--- src/rtl/mkio_pkg.sv ---
// Shared definitions for the MKIO remote-terminal transmit and receive paths:
// FSM encoding, status-word layout and command word-count decoding.
package mkio_pkg;

  typedef enum logic [2:0] {
    ST_IDLE      = 3'd0,
    ST_CAPTURE   = 3'd1,
    ST_REQ       = 3'd2,
    ST_WAIT_ACK  = 3'd3,
    ST_WAIT_DONE = 3'd4,
    ST_FIN       = 3'd5
  } state_t;

  localparam int ADDR_MSB = 15;
  localparam int ADDR_LSB = 11;
  localparam int ME_BIT   = 10;

  // A word-count field of zero encodes the maximum message of 32 words.
  function automatic logic [5:0] decode_wcnt(input logic [4:0] field);
    return (field == 5'd0) ? 6'd32 : {1'b0, field};
  endfunction

  function automatic logic [15:0] status_word(input logic [4:0] addr, input logic me);
    logic [15:0] w;
    w                    = '0;
    w[ADDR_MSB:ADDR_LSB] = addr;
    w[ME_BIT]            = me;
    return w;
  endfunction

endpackage

--- src/rtl/mkio_tx_handshake.sv ---
// Encoder handshake for one word: request pulse, acknowledge wait with
// timeout, and end-of-serialisation detection. Shared by RT transmit paths.
module mkio_tx_handshake
  import mkio_pkg::*;
#(
  parameter int ACK_TIMEOUT = 64
) (
  input  logic   clk,
  input  logic   reset,
  input  state_t i_state,
  input  logic   i_abort,
  input  logic   i_tx_busy,
  output logic   o_tx_ready,
  output logic   o_acked,
  output logic   o_timeout,
  output logic   o_enc_done
);

  localparam int CNT_W = $clog2(ACK_TIMEOUT + 1);

  logic [CNT_W-1:0] r_ack_cnt;
  logic             w_live;
  logic             w_in_ack;
  logic             w_expired;

  // A new command aborts the word in flight, so every strobe is gated by it.
  assign w_live     = !i_abort;
  assign w_in_ack   = (i_state == ST_WAIT_ACK);
  assign w_expired  = (r_ack_cnt == CNT_W'(ACK_TIMEOUT - 1));

  assign o_tx_ready = w_live && (i_state == ST_REQ);
  assign o_acked    = w_live && w_in_ack && i_tx_busy;
  assign o_timeout  = w_live && w_in_ack && !i_tx_busy && w_expired;
  assign o_enc_done = w_live && (i_state == ST_WAIT_DONE) && !i_tx_busy;

  always_ff @(posedge clk or negedge reset) begin
    if (!reset) begin
      r_ack_cnt <= '0;
    end else if (w_live && w_in_ack && !i_tx_busy && !w_expired) begin
      // NOTE: non-blocking assignment so every register samples pre-edge values.
      r_ack_cnt <= r_ack_cnt + CNT_W'(1);
    end else begin
      r_ack_cnt <= '0;
    end
  end

endmodule

--- src/rtl/device_tx.sv ---
// MKIO remote-terminal transmit path: status word followed by N data words
// prefetched from a synchronous-read data memory, fed to the channel encoder.
module device_tx
  import mkio_pkg::*;
#(
  parameter logic [4:0] ADDRESS     = 5'd1,
  parameter int         MEM_LATENCY = 1,
  parameter int         ACK_TIMEOUT = 64
) (
  input  logic        clk,
  input  logic        reset,
  input  logic        start,
  input  logic [15:0] rx_data,
  input  logic        p_error,
  output logic [15:0] tx_data,
  output logic        tx_cd,
  output logic        tx_ready,
  input  logic        tx_busy,
  output logic [4:0]  mem_addr,
  output logic        mem_rd,
  input  logic [15:0] mem_q,
  output logic        busy,
  output logic        done,
  output logic        timeout_err
);

  state_t      r_state;
  state_t      w_state_nxt;
  logic [5:0]  r_cnt;
  logic [5:0]  r_word_idx;
  logic        r_me;
  logic [1:0]  r_lat;
  logic [15:0] r_next;
  logic        r_next_vld;

  logic        w_load_status;
  logic        w_load_word;
  logic        w_to_idle;
  logic        w_words_left;
  logic        w_acked;
  logic        w_enc_done;
  logic        w_unused;

  assign w_unused     = ^rx_data[15:5];
  assign w_words_left = (r_word_idx < r_cnt) && !r_me;
  assign busy         = (r_state != ST_IDLE);
  // Index 32 after the last word of a full message wraps the address to 0.
  assign mem_addr     = r_word_idx[4:0];

  mkio_tx_handshake #(
    .ACK_TIMEOUT(ACK_TIMEOUT)
  ) u_handshake (
    .clk       (clk),
    .reset     (reset),
    .i_state   (r_state),
    .i_abort   (start),
    .i_tx_busy (tx_busy),
    .o_tx_ready(tx_ready),
    .o_acked   (w_acked),
    .o_timeout (timeout_err),
    .o_enc_done(w_enc_done)
  );

  always_ff @(posedge clk or negedge reset) begin
    if (!reset) r_state <= ST_IDLE;
    else        r_state <= w_state_nxt;
  end

  always_comb begin
    // NOTE: every signal driven here gets a default first, so no latch is inferred.
    w_state_nxt   = r_state;
    w_load_status = 1'b0;
    w_load_word   = 1'b0;
    w_to_idle     = 1'b0;
    mem_rd        = 1'b0;
    done          = 1'b0;

    if (start) begin
      w_state_nxt = ST_CAPTURE;
    end else begin
      case (r_state)
        ST_IDLE: ;
        ST_CAPTURE: begin
          w_load_status = 1'b1;
          w_state_nxt   = ST_REQ;
        end
        ST_REQ: begin
          mem_rd      = w_words_left;
          w_state_nxt = ST_WAIT_ACK;
        end
        ST_WAIT_ACK: begin
          if (w_acked) begin
            w_state_nxt = ST_WAIT_DONE;
          end else if (timeout_err) begin
            w_to_idle   = 1'b1;
            w_state_nxt = ST_IDLE;
          end
        end
        ST_WAIT_DONE: begin
          if (w_enc_done) begin
            if (!w_words_left) begin
              w_state_nxt = ST_FIN;
            end else if (r_next_vld) begin
              w_load_word = 1'b1;
              w_state_nxt = ST_REQ;
            end
          end
        end
        ST_FIN: begin
          done        = 1'b1;
          w_to_idle   = 1'b1;
          w_state_nxt = ST_IDLE;
        end
        default: w_state_nxt = ST_IDLE;
      endcase
    end
  end

  always_ff @(posedge clk or negedge reset) begin
    if (!reset) begin
      r_cnt      <= '0;
      r_me       <= 1'b0;
      r_lat      <= '0;
      r_next     <= '0;
      r_next_vld <= 1'b0;
      r_word_idx <= '0;
      tx_data    <= '0;
      tx_cd      <= 1'b0;
    end else begin
      if (start) begin
        r_cnt      <= decode_wcnt(rx_data[4:0]);
        r_me       <= p_error;
        r_lat      <= '0;
        r_next_vld <= 1'b0;
      end else begin
        // Read data is taken exactly MEM_LATENCY cycles after its strobe.
        if (mem_rd)            r_lat <= 2'(MEM_LATENCY);
        else if (r_lat != 2'd0) r_lat <= r_lat - 2'd1;

        if (r_lat == 2'd1) begin
          r_next     <= mem_q;
          r_next_vld <= 1'b1;
        end else if (w_load_word) begin
          r_next_vld <= 1'b0;
        end
      end

      if (w_load_status) begin
        tx_data    <= status_word(ADDRESS, r_me);
        tx_cd      <= 1'b1;
        r_word_idx <= '0;
      end else if (w_load_word) begin
        tx_data    <= r_next;
        tx_cd      <= 1'b0;
        r_word_idx <= r_word_idx + 6'd1;
      end else if (w_to_idle) begin
        tx_cd      <= 1'b0;
        r_word_idx <= '0;
      end
    end
  end

endmodule

--- config.mk ---
export PLATFORM = sky130hd
export DESIGN_NAME = device_tx
export DESIGN_NICKNAME = d
export VERILOG_FILES = /design/src/rtl/mkio_pkg.sv /design/src/rtl/mkio_tx_handshake.sv /design/src/rtl/device_tx.sv
export SDC_FILE = /design/constraint.sdc
export NUM_CORES = 1
export LEC_CHECK = 0
export CAP_MARGIN = 0
export CORE_MARGIN = 5
export CORE_UTILIZATION = 45
export CTS_BUF_LIST = sky130_fd_sc_hd__clkbuf_8 sky130_fd_sc_hd__clkbuf_16
export CTS_CLUSTER_SIZE = 16
export DETAILED_ROUTE_END_ITERATION = 10
export PLACE_DENSITY = 0.76
export REMOVE_ABC_BUFFERS = 1
export SYNTH_ARGS = -nofsm -noshare
export SYNTH_HDL_FRONTEND = slang
export SYNTH_SLANG_ARGS = --single-unit
--- constraint.sdc ---
create_clock -name clk -period 2.03 [get_ports clk]
set_input_delay 0.3045 -clock clk [delete_from_list [all_inputs] [get_ports clk]]
set_output_delay 0.3045 -clock clk [all_outputs]
set_load 0.02 [all_outputs]
Word-level counts from Yosys, hierarchy flattened
Index checks and enable logic that the tools add are counted.

word-level totals
  bits in registers = 59
  input port bits = 37
  output and inout port bits = 27

operators by class
  $add $sub $neg = 3
  order comparisons = 1
  eq/ne operators = 11
  multiplexer cells = 38
  bitwise gates (word level) = 1
  reduce and logical (&&, ||, !) cells = 23

operators by type and width
  kind                 count
  $mux 16              2
  $mux 6               4
  $mux 1               20
  $mux 3               6
  $pmux 3 s5           1
  $reduce_bool 3->1    4
  $logic_and 1x1->1    9
  $add 7x1->7 const B  1
  $eq 7x6->1 const B   1
  $mux 7               1
  $add 6x1->6 const B  1
  $eq 3x2->1 const B   2
  $eq 3x3->1 const B   2
  $lt 6x6->1           1
  $mux 2               3
  $logic_not 5->1      1
  $logic_not 1->1      4
  $ne 4x3->1 const B   1
  $ne 4x4->1 const B   1
  $reduce_and 4->1     1
  $reduce_bool 2->1    2
  $eq 3x1->1 const B   1
  $logic_not 3->1      1
  $ne 3x2->1 const B   1
  6 further kinds      6

Longest topological paths before layout
  word-level depth = 11
  depth in mapped cells = 8
  gate-level depth less buffers = 7

Hierarchy
Synthesis repeated with hierarchy kept, for this count alone.

second synthesis, totals
  cell total of the unflattened synthesis = 274
  area total of the unflattened synthesis = 2813.9 sq um

modules (own cells, without submodules)
  module             instances  cells an instance  area an instance (sq um)  sequential area each (sq um)
  device_tx          1          238                2449.8                    1301.2
  mkio_tx_handshake  1          36                 364.1                     175.2

Worst setup path after synthesis
OpenSTA, ideal clock, no wires.

  kind = register -> output
  start point = reg r_word_idx[5]
  end point = out mem_rd
  arrival = 1.672 ns
  data required time = 1.725 ns
  slack = 0.054 ns
  stages on the path, launching flop included = 6
  cells stage by stage = dfrtp_1 ha_1 a211o_1 a31oi_1 o21ai_1 nor2b_1

between the ends
  longest elaborated chain between the ends = 4

ends and longest elaborated chain
  item                    line              text
  start, declared         device_tx.sv:30   logic [5:0] r_word_idx;
  start signal, assigned  device_tx.sv:155  r_word_idx <= r_word_idx + 6'd1;
  $lt 6x6->1              device_tx.sv:45   assign w_words_left = (r_word_idx < r_cnt) && !r_me;
  $logic_and 1x1->1       device_tx.sv:45
  $mux 1                  device_tx.sv:81   case (r_state)
  $mux 1                  device_tx.sv:78   if (start) begin
  end, declared           device_tx.sv:20   output logic mem_rd,

Every way passes these cells.

Worst setup path in the final report
  start point = reg r_word_idx[5]
  end point = reg r_word_idx[3]

between the ends
  longest elaborated chain between the ends = 8

ends and longest elaborated chain
  item                   line              text
  $lt 6x6->1 (*)         device_tx.sv:45
  $logic_and 1x1->1 (*)  device_tx.sv:45
  $mux 1 (*)             device_tx.sv:101  if (!w_words_left) begin
  $mux 1 (*)             device_tx.sv:100  if (w_enc_done) begin
  $mux 1 (*)             device_tx.sv:81
  $mux 1 (*)             device_tx.sv:78
  $mux 6                 device_tx.sv:152  end else if (w_load_word) begin
  $mux 6                 device_tx.sv:148  if (w_load_status) begin

Every way passes the cells marked *; elsewhere a longest branch is shown, timed or not.
A chain may end at the register's enable or synchronous reset.

==> results_dict.tcl <==
set metrics [dict create \
    crit_chain "ha_4, buf_4, nand4_1, buf_4, o211ai_4, buf_12, buf_12, nor2_1, a211o_1" \
    synth-simple-area-share_pct 18.1 \
    initial_core_util_pct 46.2 \
    critPathCaptureType "flop" \
    drt_first_pass_iters 4 \
    clock_latency_ns 0.33 \
    synth-adder-area-share_pct 4.15 \
    worst_pin_slew_ns 0.361 \
    portBuffers 52 \
    io-pin-count 64 \
    synthXorXnorAreaFrac_pct 1.93 \
    die_h_um 87.7 \
    r2r_slack_ns -0.05 \
    yosysSeqAreaShare_pct 54.4 \
    muxShareOfSynthArea_pct 1.66 \
    maxCapViolations 0 \
    worst_slack_ns -0.0469 \
    synth_most_common_cell "dfrtp_1" \
    vias 2237 \
    drive_gt1_share_pct 20.6 \
    max_stage_delay_ns 0.42 \
    grt-ovfl-total 0 \
    drtIter0Drc 99 \
    yosys.area.top_type "dfrtp_1" \
    slew_viol_final 0 \
    crit_required_ns 2.24 \
    maxSlewHeadroom_pct 75.7 \
    r2r_cells 9 \
    max_freq_ghz 0.481 \
    yosys-top-cells-area "dfrtp_1 (54%), o21ai_0 (5.9%), ha_1 (4.1%)" \
    syn_avg_cell_area_sq_um 9.99 \
    synth_ff_type "dfrtp_1" \
    routed_via_density 5.14 \
    synth_compound_area_share_pct 13.3 \
    grt_pass1_wl_mm 10.3 \
    reg2reg_to "r_word_idx[3]" \
    startpoint_type "flop" \
    r2r_start "r_word_idx[5]" \
    dp_hpwl_mm 4.14 \
    nFillCells 446 \
    status "finished with violations" \
    antenna_cells 0 \
    fin_skew_ns 0.00870 \
    routedWlPerCell_um 14.4 \
    holdWs_ns 0.453 \
    grtUsageTotal_pct 17.2 \
    syn_to_final_growth_pct 42.3 \
    crit_path_end "r_word_idx[3]" \
    grt_antenna_before_repair 0 \
    startpoint "r_word_idx[5]" \
    yosysWarnings 0 \
    cts_tree "built" \
    powerDensity_nw_per_um2 902 \
    synth_area_sq_um 2720 \
    drcViolationCount 0 \
    min_period_ns 2.08 \
    ir_worst_vdd_mv 0.556 \
    holdCritPathClass "reg -> reg" \
    h-tree-depth 3 \
    hold_start "u_handshake.r_ack_cnt[0]" \
    synth_top_family_by_area "simple AND/OR/NAND/NOR gates" \
    netlist_top_cells_count "dfrtp_1 (59), o21ai_0 (32), inv_1 (24)" \
    setup_viol 3 \
    die_x_um 87.7 \
    gp_congestion 0.852 \
    slowest_stage "dfrtp_1" \
    rows 28 \
    ant_nets 0 \
    leakage_nw 1.80 \
    clk_path_buf_depth 2 \
    dieArea_sq_um 7690 \
    synth_top_area_share_pct 54.4 \
    final_util_pct 65.7 \
    synthArstFlopShare_pct 100 \
    synth-edff-count 0 \
    design.core.area_sq_um 5890 \
    grt_max_degree 60 \
    cts.sinks 59 \
    cts_root_buffer "clkbuf_8" \
    final_hold_viol_count 0 \
    routed_wl_mm 6.26 \
    violations "setup timing" \
    arrival_ns 2.29 \
    first_global_vias 2233 \
    synthDistinctLibCells 42 \
    period_share_pct 102 \
    final_nets 401 \
    worstPathMaxFanout 5 \
    cts_buffers 9 \
    ys_seq_elements 59 \
    syn_inst 272 \
    rsz0062_at_grt "yes" \
    path_class "reg -> reg" \
    cts.reportedPaths.clkPinSlew_ns 0.06 \
]
## critical path, delay by kind of cell (launching register included)
| kind | cells | cell delay (ns) |
|---|---|---|
| buffers and inverters | 4 | 0.55 |
| AO/OA/AOI/OAI | 2 | 0.53 |
| flip-flops | 1 | 0.42 |
| adder cells (fa/ha/maj) | 1 | 0.28 |
| AND/OR/NAND/NOR | 2 | 0.18 |
## worst min path at each step
stage / end / slack, ns / cells past startpoint
3_5_place_dp: r_state[0] / 0.34 / 2
6_report: u_handshake.r_ack_cnt[0] / 0.45 / 1
5_1_grt: u_handshake.r_ack_cnt[0] / 0.49 / 1
2_1_floorplan: r_cnt[0] / 0.009 / 0
4_1_cts: u_handshake.r_ack_cnt[0] / 0.45 / 1
3_3_place_gp: r_state[0] / 0.33 / 2
## where the power goes
| part | total (W) | internal [W] | switching (W) |
|---|---|---|---|
| combinational | 0.000717 | 0.000328 | 0.000389 |
| sequential | 0.00148 | 0.00139 | 0.0000869 |
| clock | 0.00129 | 0.000840 | 0.000452 |
## layout make-up
| class | count | area [sq um] | share of cell area (%) |
|---|---|---|---|
| clock inverters | 6 | 104 | 2.69 |
| flip-flops and latches | 59 | 1480 | 38.2 |
| inverters | 24 | 90.1 | 2.33 |
| well taps | 75 | 93.8 | 2.43 |
| repair buffers | 89 | 852 | 22.0 |
| multi-input cells | 172 | 1110 | 28.8 |
| clock buffers | 10 | 138 | 3.56 |
## cell usage in the layout (no fill, tap or decap), drive strengths merged, types with 2 or more instances in the layout
cell type      count
bufinv             3
nor2b              4
a31oi              3
nor2              16
inv               25
a22o               2
nand2             22
nand2b             5
nand3             21
and2               3
clkinv             2
mux2               4
and3               3
clkbuf            11
a21oi              5
a211o              3
ha                 9
nor3b              3
nor3               8
clkdlybuf4s50     46
o21ai             39
dlygate4sd2        2
a21o               2
dfrtp             59
xnor2              5
buf               38
or3                3
## state kept, by name (all words and copies together) (netlist names)
signal	count
r_word_idx	6
u_handshake.r_ack_cnt	7
tx_data	16
tx_cd	1
r_state	3
r_me	1
r_next_vld	1
r_lat	2
r_next	16
r_cnt	6
## timing repair
item / in CTS / in global routing
buffers inserted: 0 / 7
setup endpoints to repair: 5 / 7
gates cloned: 0 / 1
pin swaps: 1 / 5
resized for setup: 13 / 16
hold endpoints to repair: 59 / 0
hold buffers: 1 / 0
## cell families (layout without fill, tap and decap cells)
family / Yosys count / after routing
and+or+nand+nor: 92 / 92
AOI/OAI and AO/OA: 61 / 61
DFF: 59 / 59
buffers and inverters: 41 / 129
adders and majority gates: 9 / 9
xor gates and xnor gates: 6 / 6
muxes: 4 / 4
## through the flow
step | power (W) | setup WS [ns] | TNS, ns | instances | area, sq um
floorplan | 0.00189 | -0.418 | -4.99 | 255 | 2630
global placement | 0.00217 | -0.328 | -1.04 | 410 | 3470
detailed placement | 0.00221 | -0.324 | -1.05 | 410 | 3470
CTS | 0.00351 | -0.134 | -0.134 | 427 | 3720
global route | 0.00371 | -0.186 | -0.591 | 435 | 3870
finish | 0.00349 | -0.0469 | -0.136 | 435 | 3870
## per-layer routing
metal / wire (um) / GRT usage [%] / vias up
li1: - / - / 1087
met1: 2870 / 22.8 / 1081
met2: 2950 / 27.1 / 62
met3: 385 / 5.27 / 7
met4: 56 / 5.44 / 0
met5: 0 / 0 / -
Power figures use the tool's default switching activity.
